===== src/rtl/ghost_move_sequencer.sv =====
// Per-ghost move sequencer: paces moves on game ticks, strobes the target core, commits its result.
// Move latency 4 cycles from trigger tick to commit; mode changes are deferred until the move FSM is idle.
module ghost_move_sequencer #(
  parameter logic [15:0] START_LOC     = 16'h6C60,
  parameter logic [15:0] START_FACING  = 16'hFF00,
  parameter logic [15:0] HOME_LOC      = 16'h6C60,
  parameter int unsigned STEP_TICKS    = 4,
  parameter int unsigned FRIGHT_STEP   = 8,
  parameter int unsigned EATEN_STEP    = 1,
  parameter int unsigned SCATTER_TICKS = 70,
  parameter int unsigned CHASE_TICKS   = 200,
  parameter int unsigned FRIGHT_TICKS  = 60,
  parameter int unsigned NUM_WAVES     = 4
) (
  input  logic        clock,
  input  logic        reset,
  input  logic        tick,
  input  logic        enable,
  input  logic        energizer,
  input  logic        ghost_eaten,
  input  logic [15:0] nextloc,
  input  logic [15:0] nextfacing,
  output logic        update,
  output logic [3:0]  mode,
  output logic        rotate,
  output logic [15:0] currentloc,
  output logic [15:0] currentfacing,
  output logic        move_done
);

  localparam logic [7:0] STEP_L   = 8'(STEP_TICKS);
  localparam logic [7:0] FSTEP_L  = 8'(FRIGHT_STEP);
  localparam logic [7:0] ESTEP_L  = 8'(EATEN_STEP);
  localparam logic [7:0] SCAT_L   = 8'(SCATTER_TICKS);
  localparam logic [7:0] CHASE_L  = 8'(CHASE_TICKS);
  localparam logic [7:0] FRIGHT_L = 8'(FRIGHT_TICKS);
  localparam logic [7:0] WAVES_L  = 8'(NUM_WAVES);

  localparam logic [3:0] M_CHASE   = 4'b1000;
  localparam logic [3:0] M_SCATTER = 4'b0100;
  localparam logic [3:0] M_FRIGHT  = 4'b0010;
  localparam logic [3:0] M_EATEN   = 4'b0001;

  localparam logic [1:0] OVR_NONE   = 2'd0;
  localparam logic [1:0] OVR_FRIGHT = 2'd1;
  localparam logic [1:0] OVR_EATEN  = 2'd2;

  typedef enum logic [2:0] {S_IDLE, S_UPD1, S_UPD2, S_SETTLE, S_COMMIT} state_t;

  state_t      state_q, state_d;
  logic [7:0]  step_q, step_d, step_inc, step_lim;
  logic [7:0]  wcnt_q, wcnt_d, fcnt_q, fcnt_d, wave_q, wave_d;
  logic        chase_q, chase_d;
  logic [1:0]  ovr_q, ovr_d;
  logic [3:0]  mode_q, mode_d, tgt_mode;
  logic        rotate_q, rotate_d, rot_set, tick_en;
  logic [15:0] loc_q, loc_d, facing_q, facing_d;

  always_ff @(posedge clock) begin
    if (reset) begin
      state_q <= S_IDLE;
      step_q  <= '0;
    end else begin
      state_q <= state_d;
      step_q  <= step_d;
    end
  end

  // Step limit follows the applied mode; a lowered limit fires at once if already reached.
  always_comb begin
    case (mode_q)
      M_FRIGHT: step_lim = FSTEP_L;
      M_EATEN:  step_lim = ESTEP_L;
      default:  step_lim = STEP_L;
    endcase
    step_inc = step_q + {7'd0, tick};
    state_d  = state_q;
    step_d   = step_q;
    case (state_q)
      S_IDLE: begin
        if (enable) begin
          if (step_inc >= step_lim) begin
            step_d  = '0;
            state_d = S_UPD1;
          end else begin
            step_d = step_inc;
          end
        end
      end
      S_UPD1:   state_d = S_UPD2;
      S_UPD2:   state_d = S_SETTLE;
      S_SETTLE: state_d = S_COMMIT;
      S_COMMIT: state_d = S_IDLE;
      default:  state_d = S_IDLE;
    endcase
  end

  always_comb begin
    update    = (state_q == S_UPD1) || (state_q == S_UPD2);
    move_done = (state_q == S_COMMIT);
  end

  always_comb begin
    chase_d = chase_q;
    ovr_d   = ovr_q;
    wcnt_d  = wcnt_q;
    fcnt_d  = fcnt_q;
    wave_d  = wave_q;
    tick_en = tick & enable;
    if (ovr_q == OVR_NONE && tick_en) begin
      if (!chase_q) begin
        if (wcnt_q + 8'd1 >= SCAT_L) begin
          chase_d = 1'b1;
          wcnt_d  = '0;
          wave_d  = wave_q + 8'd1;
        end else begin
          wcnt_d = wcnt_q + 8'd1;
        end
      end else if (wave_q < WAVES_L) begin
        if (wcnt_q + 8'd1 >= CHASE_L) begin
          chase_d = 1'b0;
          wcnt_d  = '0;
        end else begin
          wcnt_d = wcnt_q + 8'd1;
        end
      end
    end else if (ovr_q == OVR_FRIGHT && tick_en) begin
      if (fcnt_q + 8'd1 >= FRIGHT_L) begin
        ovr_d  = OVR_NONE;
        fcnt_d = '0;
      end else begin
        fcnt_d = fcnt_q + 8'd1;
      end
    end
    if (ovr_q == OVR_FRIGHT && ghost_eaten) begin
      ovr_d  = OVR_EATEN;
      fcnt_d = '0;
    end else if (energizer && ovr_q != OVR_EATEN) begin
      ovr_d  = OVR_FRIGHT;
      fcnt_d = '0;
    end
    if (ovr_q == OVR_EATEN && state_q == S_COMMIT && nextloc == HOME_LOC) ovr_d = OVR_NONE;
  end

  // The scheduler's target mode is only exposed on cycles the FSM is idle; otherwise it waits as pending.
  always_comb begin
    case (ovr_d)
      OVR_FRIGHT: tgt_mode = M_FRIGHT;
      OVR_EATEN:  tgt_mode = M_EATEN;
      default:    tgt_mode = chase_d ? M_CHASE : M_SCATTER;
    endcase
    mode_d   = (state_d == S_IDLE) ? tgt_mode : mode_q;
    rot_set  = (mode_d != mode_q) && (mode_q == M_CHASE || mode_q == M_SCATTER) && (mode_d != M_EATEN);
    rotate_d = rot_set ? 1'b1 : ((state_q == S_COMMIT) ? 1'b0 : rotate_q);
    loc_d    = (state_q == S_COMMIT) ? nextloc : loc_q;
    facing_d = (state_q == S_COMMIT) ? nextfacing : facing_q;
  end

  always_ff @(posedge clock) begin
    if (reset) begin
      chase_q  <= 1'b0;
      ovr_q    <= OVR_NONE;
      wcnt_q   <= '0;
      fcnt_q   <= '0;
      wave_q   <= '0;
      mode_q   <= M_SCATTER;
      rotate_q <= 1'b0;
      loc_q    <= START_LOC;
      facing_q <= START_FACING;
    end else begin
      chase_q  <= chase_d;
      ovr_q    <= ovr_d;
      wcnt_q   <= wcnt_d;
      fcnt_q   <= fcnt_d;
      wave_q   <= wave_d;
      mode_q   <= mode_d;
      rotate_q <= rotate_d;
      loc_q    <= loc_d;
      facing_q <= facing_d;
    end
  end

  assign mode          = mode_q;
  assign rotate        = rotate_q;
  assign currentloc    = loc_q;
  assign currentfacing = facing_q;

endmodule


===== config.mk =====
export PLATFORM = sky130hd
export DESIGN_NAME = ghost_move_sequencer
export DESIGN_NICKNAME = d
export VERILOG_FILES = /design/src/rtl/ghost_move_sequencer.sv
export SDC_FILE = /design/constraint.sdc
export NUM_CORES = 1
export LEC_CHECK = 0
export BUFFER_PORTS_ARGS = -buffer_cell sky130_fd_sc_hd__buf_2
export CORE_MARGIN = 2
export CORE_UTILIZATION = 45
export DETAILED_ROUTE_END_ITERATION = 7
export GPL_ROUTABILITY_DRIVEN = 0
export HOLD_SLACK_MARGIN = 0.1
export PLACE_DENSITY = 0.71
export SETUP_SLACK_MARGIN = 0.15
export SYNTH_ARGS = -nofsm -noshare
export SYNTH_HDL_FRONTEND = slang
export SYNTH_SLANG_ARGS = --single-unit

===== constraint.sdc =====
create_clock -name clock -period 3.1 [get_ports clock]
set_input_delay 0.31 -clock clock [delete_from_list [all_inputs] [get_ports clock]]
set_output_delay 0.31 -clock clock [all_outputs]
set_load 0.02 [all_outputs]

---- Word level (Yosys, flattened, before mapping) ----
Index checks and enable logic that the tools add are counted.
W data, S select, Z words.
storage, ports and cells
  bits in registers ....................... 75
  output and inout bits ................... 39
  logic and storage cells ................. 85
  bits of input ports ..................... 38
cells by class
  $add $sub $neg .......................... 4
  reductions and logical operators ........ 19
  equal/unequal tests ..................... 17
  $lt $le $gt $ge ......................... 5
  bitwise operators ....................... 3
  mux-type cells .......................... 26
operators with widths
  operator                number
  $mux W8                 6
  $add A8 B1 Y8 const B   3
  $eq A16 B15 Y1 const B  1
  $pmux W4 S2             2
  $mux W2                 6
  $pmux W3 S4             1
  $add A8 B1 Y8           1
  $ge A8 B6 Y1 const B    1
  $ge A8 B7 Y1 const B    1
  $ge A8 B8 Y1            1
  $ge A8 B8 Y1 const B    1
  $logic_and A1 B1 Y1     8
  $lt A8 B3 Y1 const B    1
  $mux W4                 2
  $mux W1                 7
  $eq A3 B2 Y1 const B    2
  $logic_not A3 Y1        2
  $mux W3                 2
  $reduce_and A2 Y1       3
  $eq A2 B1 Y1 const B    2
  $eq A2 B2 Y1 const B    2
  $eq A4 B1 Y1 const B    1
  $eq A4 B2 Y1 const B    1
  $eq A4 B3 Y1 const B    1
  other kinds (14)        16

---- Logic depth before layout (Yosys ltp) ----
  depth in word-level cells ............... 15
  depth in mapped cells ................... 13
  gate-level depth less buffers ........... 13

---- Worst setup path after synthesis ----
OpenSTA, ideal clock, no wires.
  path kind ............................... reg-to-reg
  start ................................... register fcnt_q[0]
  end ..................................... register rotate_q, in the netlist rotate
  period minus slack after synthesis ...... 2.877 ns
  stages on the path, launching flop included .. 13
  setup slack ............................. 0.223 ns
  library setup time ...................... 0.086 ns
  data arrival time ....................... 2.792 ns
  data required time ...................... 3.014 ns
  buffers on the path ..................... 0
  cell sequence ........................... dfxtp_1 > ha_1 > and3b_1 > o221a_2 > a2111oi_0 > a311oi_1 > o32a_1 > ha_1 > nor2_1 > a211oi_1 > o221ai_1 > o31a_1 > a211oi_1
on the way
  cells in the longest elaborated chain, start to end .. 15
  elaborated cells between the ends (all ways) .. 18
  those cells by class .................... add/sub (1); order compare (1); eq/ne (4); mux (9); reduce/logical (3)
RTL lines
  item                                                  RTL line  source
  start, declared                                       52        logic [7:0] wcnt_q, wcnt_d, fcnt_q, fcnt_d, wave_q, wave_d;
  start signal, assigned                                174       fcnt_q <= fcnt_d;
  $add A8 B1 Y8 (*)                                     128       if (fcnt_q + 8'd1 >= FRIGHT_L) begin
  $ge A8 B6 Y1 (*)                                      128
  $mux W2 (*)                                           128
  $mux W2 (*)                                           127       end else if (ovr_q == OVR_FRIGHT && tick_en) begin
  $mux W2 (*)                                           110       if (ovr_q == OVR_NONE && tick_en) begin
  $mux W2 (*)                                           138       end else if (energizer && ovr_q != OVR_EATEN) begin
  $mux W2 (*)                                           135       if (ovr_q == OVR_FRIGHT && ghost_eaten) begin
  $mux W2 (*)                                           142       if (ovr_q == OVR_EATEN && state_q == S_COMMIT && nextloc == HOME_LOC) ovr_d = OVR_NONE;
  $eq A2 B2 Y1 / $eq A2 B1 Y1 (equally long branches)   147       case (ovr_d)
  $pmux W4 S2 (*)                                       147
  $mux W4 (*)                                           152       mode_d = (state_d == S_IDLE) ? tgt_mode : mode_q;
  $ne A4 B4 Y1                                          153       rot_set = (mode_d != mode_q) && (mode_q == M_CHASE || mode_q == M_SCATTER) && (mode_d != M_EATEN);
  $logic_and A1 B1 Y1                                   153
  $logic_and A1 B1 Y1 (*)                               153
  $mux W1 / $reduce_bool A2 Y1 (equally long branches)  --
  end signal, assigned                                  177       rotate_q <= rotate_d;
  end, declared                                         56        logic rotate_q, rotate_d, rot_set, tick_en;
Mark *: on every way between the ends. The rest lies on a longest branch, timed or not.
A chain may end at the register's enable or synchronous reset.

---- Final worst setup path ----
  start ................................... register fcnt_q[1]
  end ..................................... register rotate_q, in the netlist rotate
on the way
  cells in the longest elaborated chain, start to end .. 15
  elaborated cells between the ends (all ways) .. 18
  those cells by class .................... add/sub (1); order compare (1); eq/ne (4); mux (9); reduce/logical (3)
RTL lines
  item                                                  RTL line  source
  $add A8 B1 Y8 (*)                                     128
  $ge A8 B6 Y1 (*)                                      128
  $mux W2 (*)                                           128
  $mux W2 (*)                                           127
  $mux W2 (*)                                           110
  $mux W2 (*)                                           138
  $mux W2 (*)                                           135
  $mux W2 (*)                                           142
  via ovr_d[0]                                          54        logic [1:0] ovr_q, ovr_d;
  $eq A2 B2 Y1 / $eq A2 B1 Y1 (equally long branches)   147
  $pmux W4 S2 (*)                                       147
  $mux W4 (*)                                           152
  $ne A4 B4 Y1                                          153
  $logic_and A1 B1 Y1                                   153
  $logic_and A1 B1 Y1 (*)                               153
  $mux W1 / $reduce_bool A2 Y1 (equally long branches)  --
The timed path passes the listed nets; every way through them passes the cells marked *.

==> results.cfg <==
[timing]
finalHoldViolCount = 0
skew_ns = 0.00887
period_share_pct = 95.6
worst_slew_pin_slew_ns = 0.708
relSlewSlack_pct = 52.1
layout_setup_ws_ns = 0.136
fmax_ghz = 0.337
slew_violations = 0
layout_min_cycle_time_ns = 2.96
rsz0062_at_grt = yes
setup_viol = 0
whs_ns = 0.174

[setup_path]
critical_path_class = reg -> reg
arrival_ns = 3.20
start_kind = flip-flop
required_ns = 3.33
endpoint_kind = flip-flop
crit_chain = ha_4 > and3b_1 > o221a_4 > o22ai_1 > a311oi_1 > o32a_1 > inv_1 > ha_2 > xor2_1 > nor3_1 > nand3_1 > and4b_1 > a211oi_2
crit_buf_inv = 1
reg2regPathDepth = 13
r2r_slack_ns = 0.14
critical-path-max-stage-delay_ns = 0.36
path_max_fanout = 5
critical-path-top-delay-family = compound AO/OA/AOI/OAI gates
crit_slowest_cell = dfxtp_4
r2r_end = rotate
crit-reg2reg-launch = fcnt_q[1]

[route]
ant_nets = 0
num_vias = 3300
first_pass_iters = 4
drc = 0
via_per_inst = 5.37
drtIter0Drc = 137
wl_per_cell_um = 13.8
postRouteWirelength_um = 8440

[clock_tree]
cts_max_level = 3
cts_made_buffers = 9
cts_root_buf = clkbuf_8
cts.clk_slew.worst_paths_ns = 0.08
cts_tree = built
clk_latency_ns = 0.35
cts.path.max_buffers = 2
cts_num_sinks = 75

[global_routing]
grt_antenna_before_repair = 0
grt_pass1_vias = 3061
track_usage_pct = 19.4
grt_max_degree = 36
grt_overflow_total = 0
grt_pass1_wl_um = 13500

[synthesis]
synth_top_area_share_pct = 42.1
yosysMostFrequentCell = nand2_1
synthArstFlopShare_pct = 0
ys.flop_type = dfxtp_1
yosysUniqueCellTypes = 61
synth_cells = 428
ys_seq_elements = 75
syn_area_per_cell_um2 = 8.34
yosys.area.top_type = dfxtp_1
synth_enable_flop_cells = 0
syn_nets = 477
synthTopCellsByArea = dfxtp_1, nand2_1, a21oi_1
syn_area_mm2 = 0.00357
synth_common_cells = nand2_1, dfxtp_1, nor2_1, a21oi_1, nand3b_1
synth_seq_area_share_pct = 42.1
yosysWarningCount = 0

[final_layout]
fillCellCount = 712
nets = 556
multi_input_area_mm2 = 0.00205
area_growth_syn_to_layout_pct = 23.0
regArea_mm2 = 0.00151
insertedDiodeCount = 0
layout-drive-gt1-share_pct = 24.4

[floorplanning]
dieArea_mm2 = 0.00866
coreArea_mm2 = 0.00769
fp.dieW_um = 93.1
row_count = 32
die_y_um = 93.1
io_pins = 77
start_util_pct = 46.4

[job]
cap_viol_max_count = 0

[hold_path]
hold_path_end = currentfacing[10]
whs_path_depth = 3
worst_hold_path_type = in -> reg
hold_start = nextfacing[10]

[pwr]
power.leakage_nw = 1.82
p_per_area_mw_per_mm2 = 465
worst_ir_drop_vdd_mv = 0.214

[placement]
io_buffers = 76
place_hpwl_um = 6020
place_ws_ns = -0.0573

[outcome]
run_status = finished, final reports clean
worst min-delay path: cells and delay by family:
kind | cells | cell delay (ns)
buf+inv | 1 | 0.07
simple gates | 2 | 0.11
what timing repair did:
item	CTS	global route
resized for setup	4	14
pin swaps	0	5
hold buffers	0	0
endpoints found under the setup margin	1	9
buffers inserted	0	3
state kept, by name (all words and copies together), names as in the netlist:
signal / count
rotate: 1
currentfacing: 16
ovr_q: 2
wave_q: 8
state_q: 3
currentloc: 16
wcnt_q: 8
fcnt_q: 8
chase_q: 1
mode: 4
step_q: 8
worst max path at each step:
stage / startpoint / endpoint / slack, ns / depth (start not counted)
floorplan: fcnt_q[0] / rotate / 0.22 / 12
global placement: fcnt_q[1] / rotate / 0.08 / 12
detailed placement: fcnt_q[1] / rotate / -0.06 / 12
CTS: mode[0] / mode[2] / 0.15 / 7
global route: fcnt_q[1] / rotate / 0.06 / 13
finish: fcnt_q[1] / rotate / 0.14 / 13
power by group:
group	switching, mW	internal (mW)	leakage [nW]
sequential	0.0216	0.979	0.608
combinational	0.114	0.0875	1.11
clock	0.380	0.458	0.106
total	0.517	1.53	1.82
stage by stage:
stage	util (%)	setup TNS (ns)	instance area (um^2)	cells	total power [mW]
finish	57.1	0	4390	614	2.04
global route	57.1	0	4390	614	2.13
CTS	55.7	0	4280	611	2.05
detailed placement	52.6	-0.0573	4040	595	1.21
global placement	52.6	0	4040	595	1.20
floorplan	-	0	3570	428	1.14
cells by family (layout without fill, tap and decap cells):
logic type / after synthesis / count (layout) / synth area share [%]
AO/OA/AOI/OAI: 76 / 76 / 14.1
XOR/XNOR: 20 / 20 / 4.91
adder cells (fa/ha/maj): 11 / 11 / 3.86
buffers and inverters: 28 / 112 / 3.15
flip-flops: 75 / 75 / 42.1
multiplexers: 5 / 5 / 1.44
AND/OR/NAND/NOR: 213 / 213 / 30.5
layer usage:
layer	share of wire (%)	vias to the layer above	global-route usage, %
li1	-	1670	-
met1	46	1548	24.5
met2	48	70	31.9
met3	4.0	12	3.38
met4	1.9	0	9.44
met5	0	-	0
area by class of cell:
class | instances | share of cell area [%]
Tap cell | 102 | 2.91
Timing Repair Buffer | 83 | 9.86
Sequential cell | 75 | 34.3
Clock inverter | 7 | 2.31
Clock buffer | 9 | 2.82
Inverter | 13 | 1.11
Multi-Input combinational cell | 325 | 46.7
cells in the final DEF (no fill, tap or decap), types with 6 or more instances in the layout:
master,count
nand4_1,6
inv_1,12
buf_2,76
nor3_1,12
nand2_1,88
and2_1,7
a21oi_1,29
nor2_1,32
nand3_1,11
ha_1,8
dfxtp_1,73
clkbuf_8,9
xor2_1,13
buf_4,7
xnor2_1,7
nand3b_1,19
o21ai_0,13
Power figures use the tool's default switching activity.
